--- config.mk ---
export PLATFORM = sky130hd
export DESIGN_NAME = pll_lock_sequencer
export DESIGN_NICKNAME = d
export VERILOG_FILES = /design/src/rtl/pll_seq_pkg.sv /design/src/rtl/sync_2ff.sv /design/src/rtl/pll_lock_sequencer.sv
export SDC_FILE = /design/constraint.sdc
export NUM_CORES = 1
export LEC_CHECK = 0
export ABC_CLOCK_PERIOD_IN_PS = 1950
export CAP_MARGIN = 10
export CORE_ASPECT_RATIO = 0.8
export CORE_MARGIN = 2
export CORE_UTILIZATION = 52
export DETAILED_ROUTE_END_ITERATION = 7
export PLACE_DENSITY = 0.74
export SYNTH_ARGS = -nofsm -noshare
export SYNTH_HDL_FRONTEND = slang
export SYNTH_HIERARCHICAL = 1
export SYNTH_SLANG_ARGS = --single-unit
--- constraint.sdc ---
create_clock -name refclk -period 1.95 [get_ports refclk]
set_input_delay 0.2925 -clock refclk [delete_from_list [all_inputs] [get_ports refclk]]
set_output_delay 0.2925 -clock refclk [all_outputs]
set_load 0.01 [all_outputs]
--- src/rtl/pll_seq_pkg.sv ---
// Shared state encodings, default timing constants and counter sizing for the PLL lock sequencer.
package pll_seq_pkg;

   typedef logic [2:0] state_t;

   localparam state_t ST_PULSE  = 3'd0;
   localparam state_t ST_WAIT   = 3'd1;
   localparam state_t ST_STABLE = 3'd2;
   localparam state_t ST_RUN    = 3'd3;
   localparam state_t ST_FAIL   = 3'd4;

   localparam int unsigned RST_PULSE_CYCLES_DEF    = 16;
   localparam int unsigned LOCK_TIMEOUT_CYCLES_DEF = 50000;
   localparam int unsigned LOCK_STABLE_CYCLES_DEF  = 1024;
   localparam int unsigned MAX_RETRIES_DEF         = 3;

   // Bits needed to count 0..n-1; never narrower than one bit.
   function automatic int unsigned cnt_width(input int unsigned n);
      return (n <= 2) ? 1 : $clog2(n);
   endfunction

endpackage

--- src/rtl/sync_2ff.sv ---
// Generic two-flop synchroniser with asynchronous active-high reset to zero.
module sync_2ff #(
   parameter int unsigned WIDTH = 1
) (
   input  logic             clk,
   input  logic             rst,
   input  logic [WIDTH-1:0] d,
   output logic [WIDTH-1:0] q
);

   logic [WIDTH-1:0] meta_q;
   logic [WIDTH-1:0] sync_q;

   always_ff @(posedge clk or posedge rst) begin
      if (rst) begin
         meta_q <= '0;
         sync_q <= '0;
      end else begin
         meta_q <= d;
         sync_q <= meta_q;
      end
   end

   assign q = sync_q;

endmodule

--- src/rtl/pll_lock_sequencer.sv ---
// Sequences PLL reset, lock wait with bounded retries, and lock-qualified release of system reset.
module pll_lock_sequencer
   import pll_seq_pkg::*;
#(
   parameter int unsigned RST_PULSE_CYCLES    = RST_PULSE_CYCLES_DEF,
   parameter int unsigned LOCK_TIMEOUT_CYCLES = LOCK_TIMEOUT_CYCLES_DEF,
   parameter int unsigned LOCK_STABLE_CYCLES  = LOCK_STABLE_CYCLES_DEF,
   parameter int unsigned MAX_RETRIES         = MAX_RETRIES_DEF
) (
   input  logic                             refclk,
   input  logic                             rst,
   input  logic                             pll_locked,
   input  logic                             relock_req,
   output logic                             pll_rst,
   output logic                             sys_rst,
   output logic                             ready,
   output logic                             fail,
   output logic [$clog2(MAX_RETRIES+1)-1:0] retry_cnt
);

   localparam int unsigned PW = cnt_width(RST_PULSE_CYCLES);
   localparam int unsigned TW = cnt_width(LOCK_TIMEOUT_CYCLES);
   localparam int unsigned SW = cnt_width(LOCK_STABLE_CYCLES);
   localparam int unsigned CW = (PW > TW) ? ((PW > SW) ? PW : SW) : ((TW > SW) ? TW : SW);
   localparam int unsigned RW = $clog2(MAX_RETRIES + 1);

   localparam logic [CW-1:0] PULSE_LAST   = CW'(RST_PULSE_CYCLES - 1);
   localparam logic [CW-1:0] TIMEOUT_LAST = CW'(LOCK_TIMEOUT_CYCLES - 1);
   localparam logic [CW-1:0] STABLE_LAST  = CW'(LOCK_STABLE_CYCLES - 1);
   localparam logic [RW-1:0] RETRY_LIMIT  = RW'(MAX_RETRIES);

   logic          lk;
   state_t        state_q, state_d;
   logic [CW-1:0] cnt_q, cnt_d;
   logic [RW-1:0] retry_q, retry_d, retry_inc;
   logic          pll_rst_q, sys_rst_q, ready_q, fail_q;

   sync_2ff #(
      .WIDTH (1)
   ) u_lock_sync (
      .clk (refclk),
      .rst (rst),
      .d   (pll_locked),
      .q   (lk)
   );

   assign retry_inc = (retry_q == RETRY_LIMIT) ? retry_q : retry_q + 1'b1;

   // One counter serves the pulse, timeout and stable phases; it is cleared on every state change.
   always_comb begin
      state_d = state_q;
      cnt_d   = cnt_q;
      retry_d = retry_q;
      if (relock_req) begin
         state_d = ST_PULSE;
         cnt_d   = '0;
         retry_d = '0;
      end else begin
         case (state_q)
            ST_PULSE: begin
               if (cnt_q >= PULSE_LAST) begin
                  state_d = ST_WAIT;
                  cnt_d   = '0;
               end else begin
                  cnt_d = cnt_q + 1'b1;
               end
            end
            ST_WAIT: begin
               if (lk) begin
                  state_d = ST_STABLE;
                  cnt_d   = '0;
               end else if (cnt_q >= TIMEOUT_LAST) begin
                  retry_d = retry_inc;
                  state_d = (retry_inc == RETRY_LIMIT) ? ST_FAIL : ST_PULSE;
                  cnt_d   = '0;
               end else begin
                  cnt_d = cnt_q + 1'b1;
               end
            end
            ST_STABLE: begin
               if (!lk) begin
                  state_d = ST_WAIT;
                  cnt_d   = '0;
               end else if (cnt_q >= STABLE_LAST) begin
                  state_d = ST_RUN;
                  cnt_d   = '0;
                  retry_d = '0;
               end else begin
                  cnt_d = cnt_q + 1'b1;
               end
            end
            ST_RUN: begin
               if (!lk) begin
                  state_d = ST_PULSE;
                  cnt_d   = '0;
               end
            end
            ST_FAIL: begin
               cnt_d = '0;
            end
            default: begin
               state_d = ST_PULSE;
               cnt_d   = '0;
            end
         endcase
      end
   end

   // Outputs are registered from the next state so they change on the same edge as the state.
   always_ff @(posedge refclk or posedge rst) begin
      if (rst) begin
         state_q   <= ST_PULSE;
         cnt_q     <= '0;
         retry_q   <= '0;
         pll_rst_q <= 1'b1;
         sys_rst_q <= 1'b1;
         ready_q   <= 1'b0;
         fail_q    <= 1'b0;
      end else begin
         state_q   <= state_d;
         cnt_q     <= cnt_d;
         retry_q   <= retry_d;
         pll_rst_q <= (state_d == ST_PULSE) || (state_d == ST_FAIL);
         sys_rst_q <= (state_d != ST_RUN);
         ready_q   <= (state_d == ST_RUN);
         fail_q    <= (state_d == ST_FAIL);
      end
   end

   assign pll_rst   = pll_rst_q;
   assign sys_rst   = sys_rst_q;
   assign ready     = ready_q;
   assign fail      = fail_q;
   assign retry_cnt = retry_q;

endmodule

==> flow_summary.ini <==
[outcome]
status = complete, but fails checks
violations = setup timing

[cts]
cts_root_buf = clkbuf_8
clock_sinks = 27
clk_pin_slew_ns = 0.09
cts_buffer_depth = 2
cts_tree = yes
htreeDepth = 1
insertion_delay_ns = 0.27
cts_buffers = 3

[min_path]
hp-class = input pin to async pin

[worst_setup_path]
cp-end-kind = register
critPathArrivalTime_ns = 2.36
crit_type = register to register
start_kind = register
critical_path.max_fanout = 4
crit_required_ns = 2.15

[yosys]
synth_area_mm2 = 0.001528
syn_nets = 168
yosys.area.top_type_share_pct = 40.95
ys_seq_elements = 27
async_flop_share_pct = 100.0
postSynthAreaPerCell_um2 = 9.372
synth_ff_type = dfrtp_1
yosys.area.top_type = dfrtp_1
synth_edf_count = 0
synth_cell_types = 42
yosysWarnings = 6
synthCells = 163
synth_area_leaders = dfrtp_1, nand2_1, nor2_1
yosysSeqAreaShare_pct = 44.39

[flow_run]
max_cap_viol_count = 0

[finish]
area_growth_pct = 46.68
drive_gt1_share_pct = 40.72
final_common_cell = buf_4
diodes = 0
fillerInstances = 164
layout_common_cells = buf_4, dfrtp_1, nand2_1
fin_nets = 227
fin_cells = 259

[die]
floorplan.initialDensity_pct = 54.83
chipHeight_um = 52.48
rows = 17
die-area_mm2 = 0.003390
die_w_um = 64.60
ios = 10
fp.coreArea_mm2 = 0.002786

[grt]
grt_use_total_pct = 29.91
grt_pass1_wl_um = 7514
grt_overflow = 0
grt_pass1_vias = 1486
antenna_found_initial = 0
grt_max_degree = 26

[route]
drtIter0Drc = 183
dr.pass1.iters = 4
vias_per_cell = 6.405
wl_um = 5084
drc = 0
vias = 1659
post_drt_wl_per_cell_um = 19.63
ant_nets = 0

[sta]
period_share_pct = 110.5
setup_violations = 14
min_period_ns = 2.156
rsz0062_at_grt = true
clock_skew_ns = 0.005149
max-slew-margin-rel_pct = 55.23
worst_slack_ns = -0.2055
hold_viol = 0
max_freq_mhz = 463.9
maxSlewViolCount = 0
worstMarginPinSlew_ns = 0.6708

[placed_design]
io_buffers = 9
dp_hpwl_um = 2997
placed_cells = 249
gp_congestion = 0.8956
dp_slack_ns = -0.1262

[power_and_ir_drop]
p_int_uw = 763.4
powerDensity_mw_per_mm2 = 447.4
cellLeakagePower_nw = 0.9998
ir_drop_mv = 0.2907
switchingPower_uw = 239.1
swShare_pct = 23.85
combinationalPowerShare_pct = 10.5
seqPwrFrac_pct = 57.2
p_clk_share_pct = 32.3
final cells by class:
| cell class | count | area [um2] | share of cell area (%) |
|---|---|---|---|
| sequential | 27 | 678.2 | 30.26 |
| multi-input combinational | 124 | 955.9 | 42.66 |
| tap | 38 | 47.55 | 2.122 |
| inverter | 6 | 22.52 | 1.005 |
| timing repair buffer | 60 | 491.7 | 21.94 |
| clock buffer | 4 | 45.04 | 2.010 |
critical path, stage by stage (launching register included):
cell	delay [ns]
dfrtp_1	0.42
or4b_1	0.60
nor3_2	0.22
and3b_2	0.28
or4_4	0.48
o211ai_2	0.09
per-layer routing:
layer	global-route usage, %	share of wire (%)
met5	0	0
met4	9.574	2.5
met3	5.806	8.4
met2	48.26	47
met1	41.02	43
power by group through the flow:
stage | logic, mW | clock network (mW) | registers (mW)
3_5_place_dp | 0.0764 | 0 | 0.582
4_1_cts | 0.0829 | 0.325 | 0.571
5_1_grt | 0.113 | 0.342 | 0.574
3_3_place_gp | 0.0734 | 0 | 0.581
6_report | 0.105 | 0.324 | 0.573
2_1_floorplan | 0.0366 | 0 | 0.583
registers in the layout, summed over array words and instances (netlist names):
name and cells:
u_lock_sync/q 1, fail 1, pll_rst 1, retry_cnt 2
sys_rst 1, cnt_q 16, ready 1, u_lock_sync/meta_q 1
state_q 3
synth_stat cells, types with 3 or more instances:
cell type   n
dfrtp_1    25
nand2_1    19
nor2_1     17
nand3_1     8
a22o_1      6
inv_1       6
nand4_1     6
nor3_1      6
a31oi_1     5
nor4_1      5
nor2b_1     4
o211ai_1    4
o31ai_1     4
a211oi_1    3
clkbuf_8    3
o21ai_0     3
metrics by stage:
step	utilization (%)	TNS (ns)	area [um2]	power [mW]	hold slack, ns
finish	80.42	-1.730	2241	1.002	0.2152
global route	80.42	-3.097	2241	1.030	0.2375
CTS	75.30	-0.4834	2098	0.9785	0.2180
detailed placement	69.91	-1.045	1948	0.6583	0.3534
global placement	69.91	-0.7099	1948	0.6547	0.3340
floorplan	-	-0.8421	1533	0.6199	0.03368
final timing paths:
path	start	end	slack, ns	cells after the start
worst max-delay path	state_q[1]	cnt_q[3]	-0.21	5
worst min-delay path	rst	u_lock_sync/q	0.22	2
max in group asynchronous	rst	pll_rst	1.24	3
worst max register to register	state_q[1]	cnt_q[3]	-0.21	5
min in group refclk	u_lock_sync/meta_q	u_lock_sync/q	0.38	0
worst min register to register	u_lock_sync/meta_q	u_lock_sync/q	0.38	0
logic make-up (layout without fill, tap and decap cells):
family                   count (synthesis)  in the layout  synth area share (%)
AO/OA/AOI/OAI                           36             36                 17.77
adder cells (fa/ha/maj)                  1              1                0.8189
buffers and inverters                   12             70                 5.405
flip-flops                              27             27                 44.39
multiplexers                             1              1                0.6552
AND/OR/NAND/NOR                         86             86                 30.96
what timing repair did:
item | CTS | global route
pin swaps | 7 | 13
setup endpoints to repair | 18 | 23
buffers inserted | 5 | 3
hold buffers | 0 | 0
resized for setup | 16 | 21
hold endpoints to repair | 0 | 0
(Power assumes the default switching activity.)
